### src/rtl/alu_uart_bridge.sv
// Command bridge between a byte-wide UART rx/tx pair and the ALU operand/opcode registers.
// Assembles multi-byte operands, streams results LSB first and reports sticky error flags.
module alu_uart_bridge #(
  parameter int NB_DATA        = 16,
  parameter int NB_ALU_OP      = 6,
  parameter int NB_TIMEOUT     = 16,
  parameter int TIMEOUT_CYCLES = 50000
) (
  input  logic                 i_clk,
  input  logic                 i_reset,
  input  logic [7:0]           i_rx_data,
  input  logic                 i_rx_done,
  input  logic                 i_tx_done,
  input  logic [NB_DATA-1:0]   i_alu_res,
  output logic                 o_tx_start,
  output logic [7:0]           o_tx_data,
  output logic [NB_ALU_OP-1:0] o_alu_op,
  output logic [NB_DATA-1:0]   o_alu_a,
  output logic [NB_DATA-1:0]   o_alu_b,
  output logic                 o_busy,
  output logic                 o_err
);

  localparam int NBYTES = NB_DATA / 8;
  localparam int NB_CNT = $clog2(NBYTES + 1);

  localparam logic [1:0] ST_IDLE = 2'd0;
  localparam logic [1:0] ST_RECV = 2'd1;
  localparam logic [1:0] ST_SEND = 2'd2;
  localparam logic [1:0] ST_WAIT = 2'd3;

  localparam logic [1:0] TGT_A  = 2'd0;
  localparam logic [1:0] TGT_B  = 2'd1;
  localparam logic [1:0] TGT_OP = 2'd2;

  localparam logic [7:0] CMD_GET_RES    = 8'h00;
  localparam logic [7:0] CMD_SET_A      = 8'h01;
  localparam logic [7:0] CMD_SET_B      = 8'h02;
  localparam logic [7:0] CMD_SET_OP     = 8'h03;
  localparam logic [7:0] CMD_GET_STATUS = 8'h04;

  logic [1:0]           state_q, state_d;
  logic [1:0]           tgt_q, tgt_d;
  logic [NB_CNT-1:0]    cnt_q, cnt_d;
  logic [NB_CNT-1:0]    left_q, left_d;
  logic [NB_DATA-1:0]   shadow_q, shadow_d;
  logic [NB_TIMEOUT-1:0] tmo_q, tmo_d;
  logic [NB_DATA-1:0]   tx_sh_q, tx_sh_d;
  logic                 tx_start_q, tx_start_d;
  logic [7:0]           tx_data_q, tx_data_d;
  logic [NB_DATA-1:0]   alu_a_q, alu_a_d;
  logic [NB_DATA-1:0]   alu_b_q, alu_b_d;
  logic [NB_ALU_OP-1:0] alu_op_q, alu_op_d;
  logic                 err_op_q, err_op_d;
  logic                 err_tmo_q, err_tmo_d;
  logic                 err_ovr_q, err_ovr_d;
  logic                 busy_q, err_q;
  logic                 set_op, set_tmo, set_ovr, clr_err, last_byte;
  logic [7:0]           status;

  assign status = {5'b0, err_ovr_q, err_tmo_q, err_op_q};

  always_comb begin
    state_d    = state_q;
    tgt_d      = tgt_q;
    cnt_d      = cnt_q;
    left_d     = left_q;
    shadow_d   = shadow_q;
    tmo_d      = tmo_q;
    tx_sh_d    = tx_sh_q;
    tx_start_d = 1'b0;
    tx_data_d  = tx_data_q;
    alu_a_d    = alu_a_q;
    alu_b_d    = alu_b_q;
    alu_op_d   = alu_op_q;
    set_op     = 1'b0;
    set_tmo    = 1'b0;
    set_ovr    = 1'b0;
    clr_err    = 1'b0;
    last_byte  = 1'b0;
    case (state_q)
      ST_IDLE: begin
        if (i_rx_done) begin
          case (i_rx_data)
            CMD_SET_A, CMD_SET_B, CMD_SET_OP: begin
              state_d  = ST_RECV;
              tgt_d    = (i_rx_data == CMD_SET_A) ? TGT_A :
                         (i_rx_data == CMD_SET_B) ? TGT_B : TGT_OP;
              cnt_d    = '0;
              tmo_d    = '0;
              shadow_d = '0;
            end
            // tx_start is raised on the transition so byte 0 leaves in the first SEND cycle
            CMD_GET_RES: begin
              state_d    = ST_SEND;
              tx_sh_d    = i_alu_res;
              left_d     = NB_CNT'(NBYTES);
              tx_start_d = 1'b1;
              tx_data_d  = i_alu_res[7:0];
            end
            CMD_GET_STATUS: begin
              state_d    = ST_SEND;
              tx_sh_d    = NB_DATA'(status);
              left_d     = NB_CNT'(1);
              tx_start_d = 1'b1;
              tx_data_d  = status;
              clr_err    = 1'b1;
            end
            default: set_op = 1'b1;
          endcase
        end
      end
      ST_RECV: begin
        if (i_rx_done) begin
          tmo_d = '0;
          for (int k = 0; k < NBYTES; k++) begin
            if (cnt_q == NB_CNT'(k)) shadow_d[8*k +: 8] = i_rx_data;
          end
          last_byte = (tgt_q == TGT_OP) || (cnt_q == NB_CNT'(NBYTES - 1));
          if (last_byte) begin
            state_d = ST_IDLE;
            case (tgt_q)
              TGT_A:   alu_a_d  = shadow_d;
              TGT_B:   alu_b_d  = shadow_d;
              default: alu_op_d = i_rx_data[NB_ALU_OP-1:0];
            endcase
          end else begin
            cnt_d = cnt_q + NB_CNT'(1);
          end
        end else if (tmo_q == NB_TIMEOUT'(TIMEOUT_CYCLES - 1)) begin
          set_tmo  = 1'b1;
          shadow_d = '0;
          state_d  = ST_IDLE;
        end else begin
          tmo_d = tmo_q + NB_TIMEOUT'(1);
        end
      end
      ST_SEND: begin
        set_ovr = i_rx_done;
        state_d = ST_WAIT;
      end
      default: begin
        set_ovr = i_rx_done;
        if (i_tx_done) begin
          if (left_q > NB_CNT'(1)) begin
            left_d     = left_q - NB_CNT'(1);
            tx_sh_d    = tx_sh_q >> 8;
            tx_data_d  = tx_sh_d[7:0];
            tx_start_d = 1'b1;
            state_d    = ST_SEND;
          end else begin
            state_d = ST_IDLE;
          end
        end
      end
    endcase
    // an event coinciding with the status-read clear leaves its flag set
    err_op_d  = (err_op_q  & ~clr_err) | set_op;
    err_tmo_d = (err_tmo_q & ~clr_err) | set_tmo;
    err_ovr_d = (err_ovr_q & ~clr_err) | set_ovr;
  end

  always_ff @(posedge i_clk or posedge i_reset) begin
    if (i_reset) begin
      state_q    <= ST_IDLE;
      tgt_q      <= TGT_A;
      cnt_q      <= '0;
      left_q     <= '0;
      shadow_q   <= '0;
      tmo_q      <= '0;
      tx_sh_q    <= '0;
      tx_start_q <= 1'b0;
      tx_data_q  <= 8'h00;
      alu_a_q    <= '0;
      alu_b_q    <= '0;
      alu_op_q   <= '0;
      err_op_q   <= 1'b0;
      err_tmo_q  <= 1'b0;
      err_ovr_q  <= 1'b0;
      busy_q     <= 1'b0;
      err_q      <= 1'b0;
    end else begin
      state_q    <= state_d;
      tgt_q      <= tgt_d;
      cnt_q      <= cnt_d;
      left_q     <= left_d;
      shadow_q   <= shadow_d;
      tmo_q      <= tmo_d;
      tx_sh_q    <= tx_sh_d;
      tx_start_q <= tx_start_d;
      tx_data_q  <= tx_data_d;
      alu_a_q    <= alu_a_d;
      alu_b_q    <= alu_b_d;
      alu_op_q   <= alu_op_d;
      err_op_q   <= err_op_d;
      err_tmo_q  <= err_tmo_d;
      err_ovr_q  <= err_ovr_d;
      busy_q     <= (state_d != ST_IDLE);
      err_q      <= err_op_d | err_tmo_d | err_ovr_d;
    end
  end

  assign o_tx_start = tx_start_q;
  assign o_tx_data  = tx_data_q;
  assign o_alu_a    = alu_a_q;
  assign o_alu_b    = alu_b_q;
  assign o_alu_op   = alu_op_q;
  assign o_busy     = busy_q;
  assign o_err      = err_q;

endmodule

### config.mk
export PLATFORM = sky130hd
export DESIGN_NAME = alu_uart_bridge
export DESIGN_NICKNAME = d
export VERILOG_FILES = /design/src/rtl/alu_uart_bridge.sv
export SDC_FILE = /design/constraint.sdc
export NUM_CORES = 1
export LEC_CHECK = 0
export ABC_AREA = 1
export CORE_MARGIN = 2
export CORE_UTILIZATION = 54
export DETAILED_ROUTE_END_ITERATION = 16
export HOLD_SLACK_MARGIN = 0.08
export MAX_ROUTING_LAYER = met4
export PLACE_DENSITY_LB_ADDON = 0.3
export SYNTH_ARGS = -nofsm -noshare
export SYNTH_HDL_FRONTEND = slang
export SYNTH_SLANG_ARGS = --single-unit
### constraint.sdc
create_clock -name i_clk -period 3.89 [get_ports i_clk]
set_input_delay 0.9725 -clock i_clk [delete_from_list [all_inputs] [get_ports i_clk]]
set_output_delay 0.9725 -clock i_clk [all_outputs]
set_load 0.02 [all_outputs]
; ---- Word-level counts from Yosys, hierarchy flattened
; Index checks and enable logic that the tools add are counted.
[classes]
n_bitwise = 11
n_eq_ne = 17
n_mux = 55
add_sub_neg = 3
n_reduce_logical = 23
magnitude_cmp = 1
[ops]
columns = op, n
row1 = $mux W16, 9
row2 = $pmux W16 S2, 4
row3 = $mux W8, 5
row4 = $pmux W8 S2, 2
row5 = $mux W2, 15
row6 = $reduce_and A4 Y1, 5
row7 = $add A16 B1 Y16 const B, 1
row8 = $eq A16 B16 Y1 const B, 1
row9 = $eq A8 B2 Y1 const B, 2
row10 = $pmux W2 S2, 4
row11 = $mux W1, 14
row12 = $reduce_and A5 Y1, 2
row13 = $eq A8 B1 Y1 const B, 1
row14 = $eq A8 B3 Y1 const B, 1
row15 = $logic_not A8 Y1, 1
row16 = $reduce_bool A2 Y1, 4
row17 = $reduce_or A2 Y1, 4
row18 = $eq A2 B1 Y1 const B, 3
row19 = $logic_not A2 Y1, 3
row20 = $ne A2 B2 Y1 const B, 3
row21 = $ne A3 B3 Y1 const B, 2
row22 = $pmux W2 S3, 1
row23 = $or A1 B1 Y1, 5
row24 = $reduce_or A5 Y1, 1
row25 = other kinds (12), 17
[totals]
word_cells = 127
register_bits = 108

; ---- Logic depth before layout (Yosys ltp)
; Gate-level depths: netlist of the first run.
[logic_depth]
word_depth = 9
mapped_depth = 13
depth_no_buf = 12

; ---- Worst setup path after synthesis of the first run
; OpenSTA, ideal clock, no wires.
[synth_timing]
kind = input port to flip-flop
start = input i_rx_data[4]
end = register tmo_q[12]
required_time_ns = 3.772
setup_slack_ns = 1.771
cell_stages = 13
t_arrival_ns = 2.001
path_cell_list = inv_2 nand2_1 nor2_4 nand2_2 nand2_2 nand2_2 clkinv_2 nand2_4 nor2_8 inv_8 buf_12 nand2_2 o21ai_2
[synth_between]
elab_chain_cells = 4
elab_cells_between_ends = 6
[synth_lines]
columns = item, line_no
row1 = start: declaration, 11  ; input logic [7:0] i_rx_data,
row2 = $eq A8 B1 Y1 or $eq A8 B2 Y1 (tied branches), 84  ; case (i_rx_data)
row3 = $reduce_or A3 Y1 *, n/a
row4 = $ne A2 B1 Y1 (no source line) *, n/a
row5 = $reduce_and A4 Y1 (no source line) *, n/a
row6 = end signal: assignment, 188  ; tmo_q <= tmo_d;
row7 = end: declaration, 47  ; logic [NB_TIMEOUT-1:0] tmo_q, tmo_d;
; Every way passes the cells marked *; elsewhere a longest branch is shown, timed or not.
; A chain may end at the register's enable or synchronous reset.

; ---- Worst setup path after layout of the first run
[layout_timing]
start = input i_rx_done
end = register tx_sh_q[13]
[layout_between]
elab_chain_cells = 2
[layout_lines]
columns = item, line_no
row1 = start: declaration, 12  ; input logic i_rx_done,
row2 = $ne A2 B2 Y1 (no source line), n/a
row3 = $reduce_and A5 Y1 (no source line), n/a
row4 = end signal: assignment, 189  ; tx_sh_q <= tx_sh_d;
row5 = end: declaration, 48  ; logic [NB_DATA-1:0] tx_sh_q, tx_sh_d;
; No other way between the ends.

==> results of run 1 <==
-- routing by layer --
metal  global-route usage [%]  wire length, um  vias up
met5                        -                0        -
met1                     32.6             5160     1981
met3                     5.04              422       21
met4                     7.80              244        0
met2                     38.0             5600       98
li1                         -                -     2018
-- per-stage QoR --
| stage | cell area (sq um) | cells | util, % | worst slack, ps |
|---|---|---|---|---|
| 5_1_grt | 6050 | 757 | 65.8 | 691 |
| 4_1_cts | 6050 | 757 | 65.8 | 938 |
| 3_3_place_gp | 5850 | 741 | 63.6 | 715 |
| 3_5_place_dp | 5850 | 741 | 63.6 | 562 |
| 6_report | 6050 | 757 | 65.8 | 904 |
| 2_1_floorplan | 5120 | 581 | - | 299 |
-- registers in the layout, indices dropped and copies added, names as in the netlist --
name,flops
o_err,1
o_tx_start,1
o_alu_a,16
tgt_q,2
cnt_q,2
err_ovr_q,1
o_alu_b,16
shadow_q,16
tx_sh_q,16
o_busy,1
err_op_q,1
left_q,2
o_alu_op,6
tmo_q,16
err_tmo_q,1
state_q,2
-- worst min-delay path by stage --
| stage | from | end | depth (start not counted) |
|---|---|---|---|
| final | tx_sh_q[15] | tx_sh_q[15] | 2 |
| after global routing | tx_sh_q[8] | tx_sh_q[8] | 2 |
| after CTS | tx_sh_q[8] | tx_sh_q[8] | 2 |
| after detailed placement | tx_sh_q[8] | tx_sh_q[8] | 2 |
| after global placement | tx_sh_q[8] | tx_sh_q[8] | 2 |
| after floorplan | tx_sh_q[8] | tx_sh_q[8] | 2 |
-- cell usage after synthesis, drive strengths merged, types with 8 or more instances --
master	count	area share, %
nand2	152	12
dfrtp	100	49
inv	52	4.0
nor2	51	4.8
o21ai	45	5.1
nand3	39	3.9
mux2	32	7.0
a21oi	23	2.2
buf	22	3.4
nand4	18	2.2
nor3	13	1.6
clkbuf	9	0.66
ha	8	2.0
-- where the power goes --
| group | switching (uW) | internal, uW | total [uW] |
|---|---|---|---|
| clock network | 371 | 321 | 692 |
| logic | 991 | 488 | 1480 |
| registers | 130 | 1240 | 1370 |
| total | 1490 | 2050 | 3540 |
-- worst max-delay path, cell delays in order --
cell and delay (ps):
clkdlybuf4s50_1 640, buf_4 240, nor2_1 70, nor2_1 110, o21ai_1 90, nor2_2 390, inv_2 260, nor2_4 310
nand2_1 100, nand2_1 80
-- cell families after synthesis --
group                    Yosys count  share of synthesized area, %
XOR/XNOR                           2                         0.342
AND/OR/NAND/NOR                  277                          24.8
buffers and inverters             85                          8.24
multiplexers                      32                          7.04
adder cells (fa/ha/maj)            8                          1.96
AO/OA/AOI/OAI                     77                          8.73
flip-flops                       100                          48.9
-- layout make-up --
| class | instances | area, sq um |
|---|---|---|
| fill | 775 | 3140 |
| inverter | 54 | 215 |
| clock inverter | 4 | 56.3 |
| clock buffer | 12 | 145 |
| tap | 111 | 139 |
| multi-input combinational | 396 | 2190 |
| sequential | 100 | 2500 |
| timing repair buffer | 80 | 803 |
==> impl_metrics.yaml, run 1 <==
status:
  status: "finished clean"
clocking:
  cts-htree-levels: 3
  hold_buffers: 0
  ctsResizeCount: 0
  clk_pin_slew_ps: 90
  cts.path.max_buffers: 2
  cts_buffers: 9
  root_buffer: "clkbuf_8"
  clkSinkCount: 100
  insertion_delay_ps: 370
  postCtsSetupBuffers: 0
  cts_tree: "built"
sta:
  fin_crit_ps: 2990
  slew_headroom_pct: 15.2
  timing.setup.tns_ps: 0
  skew_ps: 13.3
  fmaxAchievable_mhz: 335
  worstMarginPinSlew_ps: 1270
  setup_viol: 0
  fin_crit_sh_pct: 76.8
  hold_violations: 0
  rsz0062_at_grt: "no"
  whs_ps: 488
  finalMaxSlewViolations: 0
detailed_routing:
  wire_per_inst_um: 15.1
  ant_nets: 0
  first_pass_iters: 5
  vias: 4118
  drtIter0Drc: 166
  drc: 0
  wl_um: 11400
  vias_per_cell: 5.44
die:
  io-pin-count: 77
  die_area_sq_um: 10300
  design.core.area_sq_um: 9200
  die_w_um: 101
  start_util_pct: 55.6
  die_h_um: 101
  rows: 35
setup_path:
  startpoint: "i_rx_done"
  crit_arrival_ps: 3290
  r2r_end: "tx_sh_q[13]"
  timing.rr.start: "state_q[0]"
  cp_max_fo: 20
  r2r_slack_ps: 1170
  cp.required_ps: 4200
  startpoint_type: "input pin"
  critPathCaptureType: "register"
  reg2regPathDepth: 11
  critPathCapture: "tx_sh_q[13]"
  crit_type: "in2reg"
hold_path:
  hold_path_class: "reg2reg"
synthesis:
  synth-edff-count: 0
  syn_area_sq_um: 5120
  syn_nets: 617
  synthCells: 581
  ys_seq_area_share_pct: 48.9
  yosys.cell_types.count: 40
  synth.avg_cell_area_sq_um: 8.81
  synthArstFlopShare_pct: 100
  ys_ff_latch: 100
  synth_ff_type: "dfrtp_1"
  ys_warn_count: 0
global_route:
  globalRouteOverflowTotal: 0
  antenna_found_initial: 0
  grt_pass1_wl_um: 19200
  grt_pass1_vias: 4050
  grtUsageTotal_pct: 24.5
  grt_max_degree: 56
job:
  drv_cap: 0
power_and_ir_drop:
  ir_worst_vdd_mv: 0.332
  powerDensity_nw_per_um2: 585
  leakage_uw: 0.00283
  finalPower_uw: 3540
final_layout:
  area_growth_pct: 18.3
  antenna_cells: 0
  nets: 677
  drive_above_1_share_pct: 12.2
  final_cell_mix: "nand2_1 (144), dfrtp_1 (100), clkdlybuf4s50_1 (76)"
  final_common_cell: "nand2_1"
place:
  gp_congestion: 0.899
  io_buffer_count: 76
  hpwl_um: 8180
No activity file was read; power rests on OpenSTA's default activity.
==> inputs of run 2 (changes only) <==
--- a/config.mk
+++ b/config.mk
@@ -7,7 +7,7 @@
 export LEC_CHECK = 0
 export ABC_AREA = 1
 export CORE_MARGIN = 2
-export CORE_UTILIZATION = 54
+export CORE_UTILIZATION = 49
 export DETAILED_ROUTE_END_ITERATION = 16
 export HOLD_SLACK_MARGIN = 0.08
 export MAX_ROUTING_LAYER = met4
==> constraint.sdc (replaced) <==
create_clock -name i_clk -period 2.62 [get_ports i_clk]
set_input_delay 0.655 -clock i_clk [delete_from_list [all_inputs] [get_ports i_clk]]
set_output_delay 0.655 -clock i_clk [all_outputs]
set_load 0.02 [all_outputs]
==> impl_metrics.yaml, run 2 (synthesized netlist as in run 1, its figures left out) <==
die:
  design.core.area_sq_um: 10200
  start_util_pct: 50.0
  die_w_um: 106
  io-pin-count: 77
  die_h_um: 106
  rows: 37
  die_area_sq_um: 11300
status:
  status: "finished clean"
sta:
  rsz0062_at_grt: "no"
  fin_crit_ps: 2070
  fin_crit_sh_pct: 78.9
  slew_headroom_pct: 52.7
  fmaxAchievable_mhz: 484
  finalMaxSlewViolations: 0
  timing.setup.tns_ps: 0
  hold_violations: 0
  worstMarginPinSlew_ps: 708
  whs_ps: 490
  setup_viol: 0
  skew_ps: 14.1
place:
  io_buffer_count: 76
  gp_congestion: 0.888
  hpwl_um: 8380
  dpl.cell_count: 776
global_route:
  antenna_found_initial: 0
  grt_pass1_wl_um: 19400
  grt_pass1_vias: 4077
  globalRouteOverflowTotal: 0
  grt_max_degree: 33
  grtUsageTotal_pct: 22.4
hold_path:
  hold_depth: 2
  hold_path_class: "reg2reg"
  hp-start: "tx_sh_q[9]"
  worstHoldEndpoint: "tx_sh_q[9]"
setup_path:
  crit_type: "reg2reg"
  path_cells: "inv_1 > ha_1 > buf_4 > inv_2 > nor2_4 > inv_2 > o211ai_2 > buf_12 > nand2_1 > o21ai_0"
  crit_top_cell: "inv_2"
  cp_slowest_cell: "dfrtp_1"
  slowest_delay_ps: 440
  cp.required_ps: 2900
  reg2regPathDepth: 10
  r2r_slack_ps: 550
  cp_max_fo: 32
  r2r_end: "shadow_q[13]"
  critPathCaptureType: "register"
  crit_arrival_ps: 2350
  timing.rr.start: "state_q[1]"
  startpoint_type: "register"
detailed_routing:
  wl_um: 11300
  drc: 0
  vias_per_cell: 5.15
  ant_nets: 0
  wire_per_inst_um: 14.3
  first_pass_iters: 4
  drtIter0Drc: 151
  vias: 4076
final_layout:
  antenna_cells: 0
  final_common_cell: "nand2_1"
  drive_above_1_share_pct: 13.7
  fin_cells: 791
  nets: 687
  area_growth_pct: 21.5
  final_cell_mix: "nand2_1 (144), dfrtp_1 (100), clkdlybuf4s50_1 (76)"
clocking:
  clkSinkCount: 100
  cts_tree: "built"
  cts-htree-levels: 3
  root_buffer: "clkbuf_8"
  postCtsSetupBuffers: 0
  insertion_delay_ps: 380
  hold_buffers: 0
  cts_buffers: 9
  ctsResizeCount: 0
  clk_pin_slew_ps: 100
  cts.path.max_buffers: 2
power_and_ir_drop:
  leakage_uw: 0.00289
  powerDensity_nw_per_um2: 859
  finalPower_uw: 5340
  ir_worst_vdd_mv: 0.438
job:
  drv_cap: 0
-- run 2: through the flow --
stage | area [sq um] | util [%] | setup WS (ps)
finish | 6220 | 60.8 | 552
global route | 6220 | 60.8 | 404
CTS | 6220 | 60.8 | 550
detailed placement | 6020 | 58.9 | 169
global placement | 6020 | 58.9 | 230
floorplan | 5120 | - | 775
-- run 2: critical path: cells and delay by family (launching register included) --
kind	cells	cell delay [ps]
AOI/OAI and AO/OA	2	330
adders and majority gates	1	290
buffers and inverters	5	720
DFF	1	440
and+or+nand+nor	2	200
-- run 2: layout make-up --
| class | instances | area, sq um |
|---|---|---|
| fill | 884 | 4010 |
| sequential | 100 | 2500 |
| clock buffer | 9 | 124 |
| multi-input combinational | 396 | 2190 |
| tap | 136 | 170 |
| clock inverter | 6 | 72.6 |
| inverter | 54 | 216 |
| timing repair buffer | 90 | 941 |
-- run 2: worst max-delay path by stage --
stage	startpoint	to	slack, ps	depth (start not counted)
after global placement	i_rx_data[1]	tx_sh_q[9]	230	12
final	state_q[1]	shadow_q[13]	550	10
after CTS	state_q[1]	shadow_q[13]	550	10
after detailed placement	i_rx_data[1]	tx_sh_q[4]	170	12
after floorplan	i_reset	cnt_q[0]	780	1
after global routing	state_q[0]	tx_sh_q[5]	400	11
-- run 2: power by group --
group          leakage [uW]  internal, uW  switching, uW
registers           0.00134          1850            189
clock network     0.0000899           446            546
logic               0.00146           821           1500
total               0.00289          3110           2230
-- run 2: per-layer routing --
layer,GRT usage (%),routed length [um],vias up
met5,-,0,-
met4,7.71,229,0
met3,4.60,460,19
met2,36.6,5690,87
met1,27.7,4960,1941
li1,-,-,2029
